**src/rtl/mem_port_if.sv**
```systemverilog
// mem_port_if: fetch/data requester handshakes and the shared memory port of mem_port_arbiter
interface mem_port_if #(
    parameter int XLEN = 32
);
    logic            if_req_i;
    logic [XLEN-1:0] if_addr_i;
    logic            if_gnt_o;
    logic            if_rvalid_o;
    logic [XLEN-1:0] if_rdata_o;
    logic            d_req_i;
    logic            d_we_i;
    logic [XLEN-1:0] d_addr_i;
    logic [XLEN-1:0] d_wdata_i;
    logic            d_gnt_o;
    logic            d_rvalid_o;
    logic [XLEN-1:0] d_rdata_o;
    logic            mem_req_o;
    logic            mem_we_o;
    logic [XLEN-1:0] mem_addr_o;
    logic [XLEN-1:0] mem_wdata_o;
    logic            mem_ack_i;
    logic [XLEN-1:0] mem_rdata_i;

    modport slave (
        input  if_req_i, if_addr_i, d_req_i, d_we_i, d_addr_i, d_wdata_i, mem_ack_i, mem_rdata_i,
        output if_gnt_o, if_rvalid_o, if_rdata_o, d_gnt_o, d_rvalid_o, d_rdata_o,
               mem_req_o, mem_we_o, mem_addr_o, mem_wdata_o
    );

    modport master (
        output if_req_i, if_addr_i, d_req_i, d_we_i, d_addr_i, d_wdata_i, mem_ack_i, mem_rdata_i,
        input  if_gnt_o, if_rvalid_o, if_rdata_o, d_gnt_o, d_rvalid_o, d_rdata_o,
               mem_req_o, mem_we_o, mem_addr_o, mem_wdata_o
    );
endinterface

```
**src/rtl/mem_port_arbiter.sv**
```systemverilog
// mem_port_arbiter: alternating-priority fetch/data arbiter for one shared memory port with ack timeout
module mem_port_arbiter #(
    parameter int XLEN     = 32,
    parameter int MAX_WAIT = 15
) (
    input  logic      clk_i,
    input  logic      rst_i,
    mem_port_if.slave bus,
    output logic      err_o
);
    typedef enum logic [1:0] {IDLE, SERVE_IF, SERVE_D} state_t;
    localparam logic [7:0]      WAIT_LIMIT = 8'(MAX_WAIT);
    localparam logic [XLEN-1:0] ZERO       = '0;
    state_t     state_q, state_d;
    logic       last_d_q;
    logic [7:0] wait_q;
    logic       idle, done, timeout;

    always_comb begin
        idle          = state_q == IDLE;
        bus.mem_req_o = !idle;
        bus.if_gnt_o  = idle && !rst_i && bus.if_req_i && (!bus.d_req_i || last_d_q);
        bus.d_gnt_o   = idle && !rst_i && bus.d_req_i && (!bus.if_req_i || !last_d_q);
        // an ack on the limit cycle wins over the timeout
        done          = !idle && bus.mem_ack_i;
        timeout       = !idle && !bus.mem_ack_i && wait_q == WAIT_LIMIT;
        state_d       = bus.d_gnt_o ? SERVE_D : bus.if_gnt_o ? SERVE_IF : (done || timeout) ? IDLE : state_q;
    end

    always_ff @(posedge clk_i) begin
        if (rst_i) begin
            state_q         <= IDLE;
            last_d_q        <= 1'b0;
            wait_q          <= 8'd0;
            err_o           <= 1'b0;
            bus.mem_we_o    <= 1'b0;
            bus.mem_addr_o  <= ZERO;
            bus.mem_wdata_o <= ZERO;
            bus.if_rvalid_o <= 1'b0;
            bus.d_rvalid_o  <= 1'b0;
            bus.if_rdata_o  <= ZERO;
            bus.d_rdata_o   <= ZERO;
        end else begin
            state_q         <= state_d;
            wait_q          <= (!idle && !done && !timeout) ? wait_q + 8'd1 : 8'd0;
            bus.if_rvalid_o <= state_q == SERVE_IF && (done || timeout);
            bus.d_rvalid_o  <= state_q == SERVE_D && (done || timeout);
            if (bus.d_gnt_o || bus.if_gnt_o) begin
                last_d_q        <= bus.d_gnt_o;
                bus.mem_we_o    <= bus.d_gnt_o && bus.d_we_i;
                bus.mem_addr_o  <= bus.d_gnt_o ? bus.d_addr_i : bus.if_addr_i;
                bus.mem_wdata_o <= bus.d_gnt_o ? bus.d_wdata_i : ZERO;
            end
            if (state_q == SERVE_IF && (done || timeout))
                bus.if_rdata_o <= done ? bus.mem_rdata_i : ZERO;
            if (state_q == SERVE_D && (done || timeout))
                bus.d_rdata_o <= (done && !bus.mem_we_o) ? bus.mem_rdata_i : ZERO;
            if (timeout)
                err_o <= 1'b1;
        end
    end
endmodule

```
**src/flat_wrapper.sv**
```systemverilog
// flat-port wrapper written by rule: the top's interface ports become plain ports
module mem_port_arbiter_flat 
#(
    parameter int XLEN     = 32,
    parameter int MAX_WAIT = 15
)
  (clk_i, rst_i, err_o, bus_if_req_i, bus_if_addr_i, bus_d_req_i, bus_d_we_i, bus_d_addr_i, bus_d_wdata_i, bus_mem_ack_i, bus_mem_rdata_i, bus_if_gnt_o, bus_if_rvalid_o, bus_if_rdata_o, bus_d_gnt_o, bus_d_rvalid_o, bus_d_rdata_o, bus_mem_req_o, bus_mem_we_o, bus_mem_addr_o, bus_mem_wdata_o);
  mem_port_if #(.XLEN(XLEN)) bus_i ();
  input  logic clk_i;
  input  logic rst_i;
  output logic err_o;
  input wire logic [$bits(bus_i.if_req_i)-1:0] bus_if_req_i;
  input wire logic [$bits(bus_i.if_addr_i)-1:0] bus_if_addr_i;
  input wire logic [$bits(bus_i.d_req_i)-1:0] bus_d_req_i;
  input wire logic [$bits(bus_i.d_we_i)-1:0] bus_d_we_i;
  input wire logic [$bits(bus_i.d_addr_i)-1:0] bus_d_addr_i;
  input wire logic [$bits(bus_i.d_wdata_i)-1:0] bus_d_wdata_i;
  input wire logic [$bits(bus_i.mem_ack_i)-1:0] bus_mem_ack_i;
  input wire logic [$bits(bus_i.mem_rdata_i)-1:0] bus_mem_rdata_i;
  output wire logic [$bits(bus_i.if_gnt_o)-1:0] bus_if_gnt_o;
  output wire logic [$bits(bus_i.if_rvalid_o)-1:0] bus_if_rvalid_o;
  output wire logic [$bits(bus_i.if_rdata_o)-1:0] bus_if_rdata_o;
  output wire logic [$bits(bus_i.d_gnt_o)-1:0] bus_d_gnt_o;
  output wire logic [$bits(bus_i.d_rvalid_o)-1:0] bus_d_rvalid_o;
  output wire logic [$bits(bus_i.d_rdata_o)-1:0] bus_d_rdata_o;
  output wire logic [$bits(bus_i.mem_req_o)-1:0] bus_mem_req_o;
  output wire logic [$bits(bus_i.mem_we_o)-1:0] bus_mem_we_o;
  output wire logic [$bits(bus_i.mem_addr_o)-1:0] bus_mem_addr_o;
  output wire logic [$bits(bus_i.mem_wdata_o)-1:0] bus_mem_wdata_o;
  assign bus_i.if_req_i = bus_if_req_i;
  assign bus_i.if_addr_i = bus_if_addr_i;
  assign bus_i.d_req_i = bus_d_req_i;
  assign bus_i.d_we_i = bus_d_we_i;
  assign bus_i.d_addr_i = bus_d_addr_i;
  assign bus_i.d_wdata_i = bus_d_wdata_i;
  assign bus_i.mem_ack_i = bus_mem_ack_i;
  assign bus_i.mem_rdata_i = bus_mem_rdata_i;
  assign bus_if_gnt_o = bus_i.if_gnt_o;
  assign bus_if_rvalid_o = bus_i.if_rvalid_o;
  assign bus_if_rdata_o = bus_i.if_rdata_o;
  assign bus_d_gnt_o = bus_i.d_gnt_o;
  assign bus_d_rvalid_o = bus_i.d_rvalid_o;
  assign bus_d_rdata_o = bus_i.d_rdata_o;
  assign bus_mem_req_o = bus_i.mem_req_o;
  assign bus_mem_we_o = bus_i.mem_we_o;
  assign bus_mem_addr_o = bus_i.mem_addr_o;
  assign bus_mem_wdata_o = bus_i.mem_wdata_o;
  mem_port_arbiter #(.XLEN(XLEN), .MAX_WAIT(MAX_WAIT)) u_core (.clk_i(clk_i), .rst_i(rst_i), .bus(bus_i), .err_o(err_o));
endmodule
```
**config.mk**
```make
export PLATFORM = sky130hd
export DESIGN_NAME = mem_port_arbiter_flat
export DESIGN_NICKNAME = d
export VERILOG_FILES = /design/src/rtl/mem_port_if.sv /design/src/rtl/mem_port_arbiter.sv /design/src/flat_wrapper.sv
export SDC_FILE = /design/constraint.sdc
export NUM_CORES = 1
export LEC_CHECK = 0
export BUFFER_PORTS_ARGS = -buffer_cell sky130_fd_sc_hd__clkbuf_2
export CORE_MARGIN = 1.5
export CORE_UTILIZATION = 35
export DETAILED_ROUTE_END_ITERATION = 10
export PLACE_DENSITY_LB_ADDON = 0.1
export SLEW_MARGIN = 25
export SYNTH_ARGS = -nofsm -noshare
export SYNTH_HDL_FRONTEND = slang
export SYNTH_SLANG_ARGS = --single-unit
export TNS_END_PERCENT = 1
```
**constraint.sdc**
```tcl
create_clock -name clk_i -period 3.3 [get_ports clk_i]
set_clock_uncertainty 0.2 [all_clocks]
set_input_delay 0.33 -clock clk_i [delete_from_list [all_inputs] [get_ports clk_i]]
set_output_delay 0.33 -clock clk_i [all_outputs]
set_load 0.01 [all_outputs]
```
### Word-level counts from Yosys, hierarchy flattened

Cells that the tools add are included.

| cells by class | value |
|---|---|
| $add $sub $neg | 1 |
| equal/unequal tests | 3 |
| mux-type cells | 7 |
| bitwise gates (word level) | 1 |
| reduce and logical (&&, ||, !) cells | 32 |

Operators with widths:

| operator | count |
|---|---|
| 2-to-1 mux 32 bit | 4 |
| logical AND 1 bit | 14 |
| logical NOT 1 bit | 9 |
| adder 8 x 1 -> 8 bit (second input constant) | 1 |
| equality test 8 x 4 -> 1 bit (second input constant) | 1 |
| 2-to-1 mux 2 bit | 3 |
| logical OR 1 bit | 4 |
| OR reduction 2 bit | 2 |
| nonzero test 3 bit | 1 |
| equality test 2 x 1 -> 1 bit (second input constant) | 1 |
| equality test 2 bit (second input constant) | 1 |
| logical NOT 2 bit | 1 |
| nonzero test 2 bit | 1 |
| inverter 1 bit | 1 |

| word-level totals | value |
|---|---|
| flip-flop bits (word level) | 143 |
| bits of input ports | 134 |
| output and inout bits | 135 |
| logic and storage cells | 56 |

### Longest topological paths before layout

| depth | value |
|---|---|
| depth in word-level cells | 8 |
| depth in mapped cells | 8 |
| depth with buffers taken out | 4 |

### Least setup slack after synthesis

No wires, ideal clock.

| timing path | value |
|---|---|
| path type | input-to-output |
| start point | input rst_i |
| end point | output bus_d_gnt_o |
| arrival | 1.533 ns |
| data required time | 2.770 ns |
| slack | 1.237 ns |
| cell stages on the path | 7 |
| cells stage by stage | buf_2 -> or3_1 -> buf_2 -> or2_1 -> buf_6 -> clkinv_2 -> buf_4 |

| on the way | value |
|---|---|
| word-level cells in the longest chain between the ends | 4 |

Ends and longest elaborated chain:

| what | RTL line | source |
|---|---|---|
| start: declaration | flat_wrapper.sv:10 | `input logic rst_i;` |
| logical NOT 1 bit | mem_port_arbiter.sv:23 | `bus.d_gnt_o = idle && !rst_i && bus.d_req_i && (!bus.if_req_i \|\| !last_d_q);` |
| logical AND 1 bit (3 in series) | mem_port_arbiter.sv:23 |  |
| end: declaration | flat_wrapper.sv:23 | `output wire logic [$bits(bus_i.d_gnt_o)-1:0] bus_d_gnt_o;` |

No other way between the ends.

### Worst setup path after layout

| timing path | value |
|---|---|
| start point | register u_core.state_q[0] |
| end point | output bus_d_gnt_o |

| on the way | value |
|---|---|
| word-level cells in the longest chain between the ends | 4 |

Ends and longest elaborated chain:

| what | RTL line | source |
|---|---|---|
| start: declaration | mem_port_arbiter.sv:14 | `state_t state_q, state_d;` |
| start signal: assignment | mem_port_arbiter.sv:44 | `state_q <= state_d;` |
| logical NOT 2 bit | mem_port_arbiter.sv:20 | `idle = state_q == IDLE;` |
| logical AND 1 bit (3 in series) | mem_port_arbiter.sv:23 |  |

No other way between the ends.

==> metrics <==
synth warn=0; Site Rows=47; Resize count post-CTS=0; critical path class=flip-flop to output pin; Post-Synthesis Cells=between 600 and 700; vias in the first global route=about 6600; Cell variety after synth=38; Initial Util=36.2%; DRC viols=0; Tcrit/Tclk final=79.8%; crit path max fanout=19; first-pass GRT wire length=33500 microns; wirelength, routed=21100 microns; vias per inst=~5.6; Clock Pin Slew Worst Setup and Hold Paths=0.06 ns; WP buf/inv=2; worst hold stages=3; shortest period the worst path allows=about 2.6 ns; status=finished clean; setup total negative slack=0 ns; Syn-to-layout area delta=47.3%; post-synthesis area per instance=approximately 9 sq um; post-CTS setup buffers=0; drt first pass iters=7; RR Startpoint=u_core.state_q[0]; Final WS setup=around 0.67 ns; CP peak stage delay=approximately 0.55 ns; count of clock tree sinks=about 140; delay-heaviest family, CP=simple AND/OR/NAND/NOR gates; Max Buffers Root-to-Sink=2; I/O pins=roughly 270; Final nets=1111; Hold Path Origin=bus_if_addr_i[14]; Die Height=approximately 130 microns; sequential cell area fraction in the yosys report=roughly 47%; WP data arrival=2.10 ns; Worst-Skew Late Latency=a little over 0.4 ns; worst endpoint required time=between 2 and 3 ns; global route total overflow=0; ranking of synthesized cells by area=dfxtp_1 47%, a311oi_1 14%, a21oi_1 5.5%, o2bb2ai_1 4.8%, nand2_1 4.2%; Yosys top cell by area=dfxtp_1; worst r2r dst=u_core.bus.mem_wdata_o[14]; Fmax=380 MHz; Worst Hold Class=input port to flip-flop; P_leak=between 0.003 and 0.004 uW; Post-DP HPWL=between 10000 and 15000 microns; Worst VDD drop=around 370 uV; CP Launch Type=flip-flop; Wirelength per Cell=17.5 microns; Ant. Diodes=0; Routability Congestion=0.785; hold endpoint=u_core.bus.mem_addr_o[14]; r2r setup slk=0.85 ns; GRT Resource Usage Total=around 23%; Post-DRT Antenna Nets=0; Synth Cell Area=6060 sq um; CTS tree=yes; Yosys reg bits=about 140; H-tree levels=4; die area=roughly 18000 sq um; largest net degree at the start of global routing=98; antenna violations before repair=0; final slew viol count=0; pwr/cell area=~520 nW/um^2; worst path cell trace=or3_2, or2_1, clkinv_2, clkbuf_2; worst slew pin tran=just under 1 ns; Core Util, Final=between 50% and 60%; share of cells above drive strength 1=33.2%; port bufs=~270; post-place setup slack=0.832 ns; crit end category=output pin; final setup vio count=0; Syn Nets=808; CTS root buffer=clkbuf_16; RSZ-0062 raised after global routing=no; core region area=around 17000 sq um; TritonCTS Buffers=17; r2r worst-path depth=4; Hold WS=around 0.019 ns; relative slew slack=a little over a third; final hold violation count=0; via count=a little under 7000; DR iter-0 viols=roughly 350; Die Wd=135 microns; slowest stage cell on the critical path=or3_2; Synth top area share=between 40% and 50%; maxcap violations=0
==> layout by cell type, fill, tap and decap left out, drive strengths merged, types with 4 or more instances in the layout <==
master	count
clkbuf	287
or3	4
dfxtp	143
a311oi	96
buf	20
nor2b	4
nand3	4
clkinv	5
o31ai	33
a21oi	67
nor3	33
inv	5
nor2	5
dlygate4sd3	83
nand2	67
o2bb2ai	33
nand4	33
clkinvlp	4
o21ai	39
==> synthesized netlist by cell type <==
master	count
a211oi_1	1
a21bo_2	1
a21oi_1	67
a311oi_1	96
and3_1	3
and3b_1	1
buf_1	10
buf_2	13
buf_4	6
buf_6	4
clkbuf_1	53
clkinv_1	1
clkinv_2	1
dfxtp_1	143
ha_1	1
inv_1	5
nand2_1	67
nand2b_1	1
nand3_1	4
nand4_1	33
nor2_1	5
nor2b_1	4
nor3_1	33
nor4_1	1
nor4bb_1	1
o211ai_1	1
o21a_1	1
o21ai_0	37
o21ai_1	2
o21ba_2	1
o21bai_1	1
o2bb2ai_1	33
o31ai_1	32
o31ai_2	1
or2_1	1
or3_1	4
or4_1	1
xor2_1	3
==> where the power goes <==
part	internal, uW	switching (uW)
Sequential	1830	62.4
Clock	1220	728
Combinational	317	448
Total	3370	1240
==> layer usage <==
metal / track usage [%] / vias to the layer above / part of all wire, %
li1: - / 3229 / -
met1: 28.3 / 3195 / 43
met2: 37.7 / 261 / 48
met3: 5.78 / 48 / 6.4
met4: 11.2 / 0 / 3.2
met5: 0 / - / 0
==> how the worst max path moves through the flow <==
stage	startpoint	endpoint	slack, ns	depth (start not counted)
after floorplan	rst_i	bus_d_gnt_o	1.24	7
after global placement	u_core.state_q[1]	u_core.bus.mem_wdata_o[12]	0.95	4
after detailed placement	u_core.state_q[0]	u_core.bus.mem_wdata_o[12]	0.83	4
after CTS	u_core.state_q[0]	bus_d_gnt_o	0.63	4
after global routing	u_core.state_q[0]	bus_d_gnt_o	0.57	4
final	u_core.state_q[0]	bus_d_gnt_o	0.67	4
==> repair_timing <==
action / in CTS / in global routing
endpoints found under the hold margin: 102 / 0
setup endpoints to repair: 0 / 0
hold buffers: 83 / 0
==> stage by stage <==
step	cell area, sq um	cells	power (uW)
after floorplan	6060	673	2300
after global placement	7500	1094	2590
after detailed placement	7500	1094	2610
after CTS	8930	1207	4650
after global routing	8930	1207	4800
final	8930	1207	4600
==> cell families after synthesis <==
group / after synthesis / synth area share, %
buffers and inverters: 93 / 6.92
xor gates and xnor gates: 3 / 0.434
AOI/OAI and AO/OA: 274 / 32.4
DFF: 143 / 47.2
and+or+nand+nor: 159 / 12.8
adders and majority gates: 1 / 0.206
==> flip-flops by register name (all words and copies together) (netlist names) <==
signal	flops
u_core.bus.d_rdata_o	32
u_core.bus.if_rdata_o	32
u_core.bus.mem_addr_o	32
u_core.bus.mem_wdata_o	32
u_core.wait_q	8
u_core.state_q	2
u_core.bus.d_rvalid_o	1
u_core.bus.if_rvalid_o	1
u_core.bus.mem_we_o	1
u_core.err_o	1
u_core.last_d_q	1
==> layout make-up <==
type                            count  area, sq um
Fill cell                        1577         7830
Sequential cell                   143         2860
Multi-Input combinational cell    437         2830
Timing Repair Buffer              370         2340
Clock buffer                       20          457
Tap cell                          220          275
Clock inverter                     10          139
Inverter                            7         27.5
==> worst register-to-register path, delay by kind of cell (launching register included) <==
family	cells	cell delay, ns
AO/OA/AOI/OAI	2	0.82
buffers and inverters	1	0.36
flip-flops	1	0.40
AND/OR/NAND/NOR	1	0.55
Power figures use the tool's default switching activity.
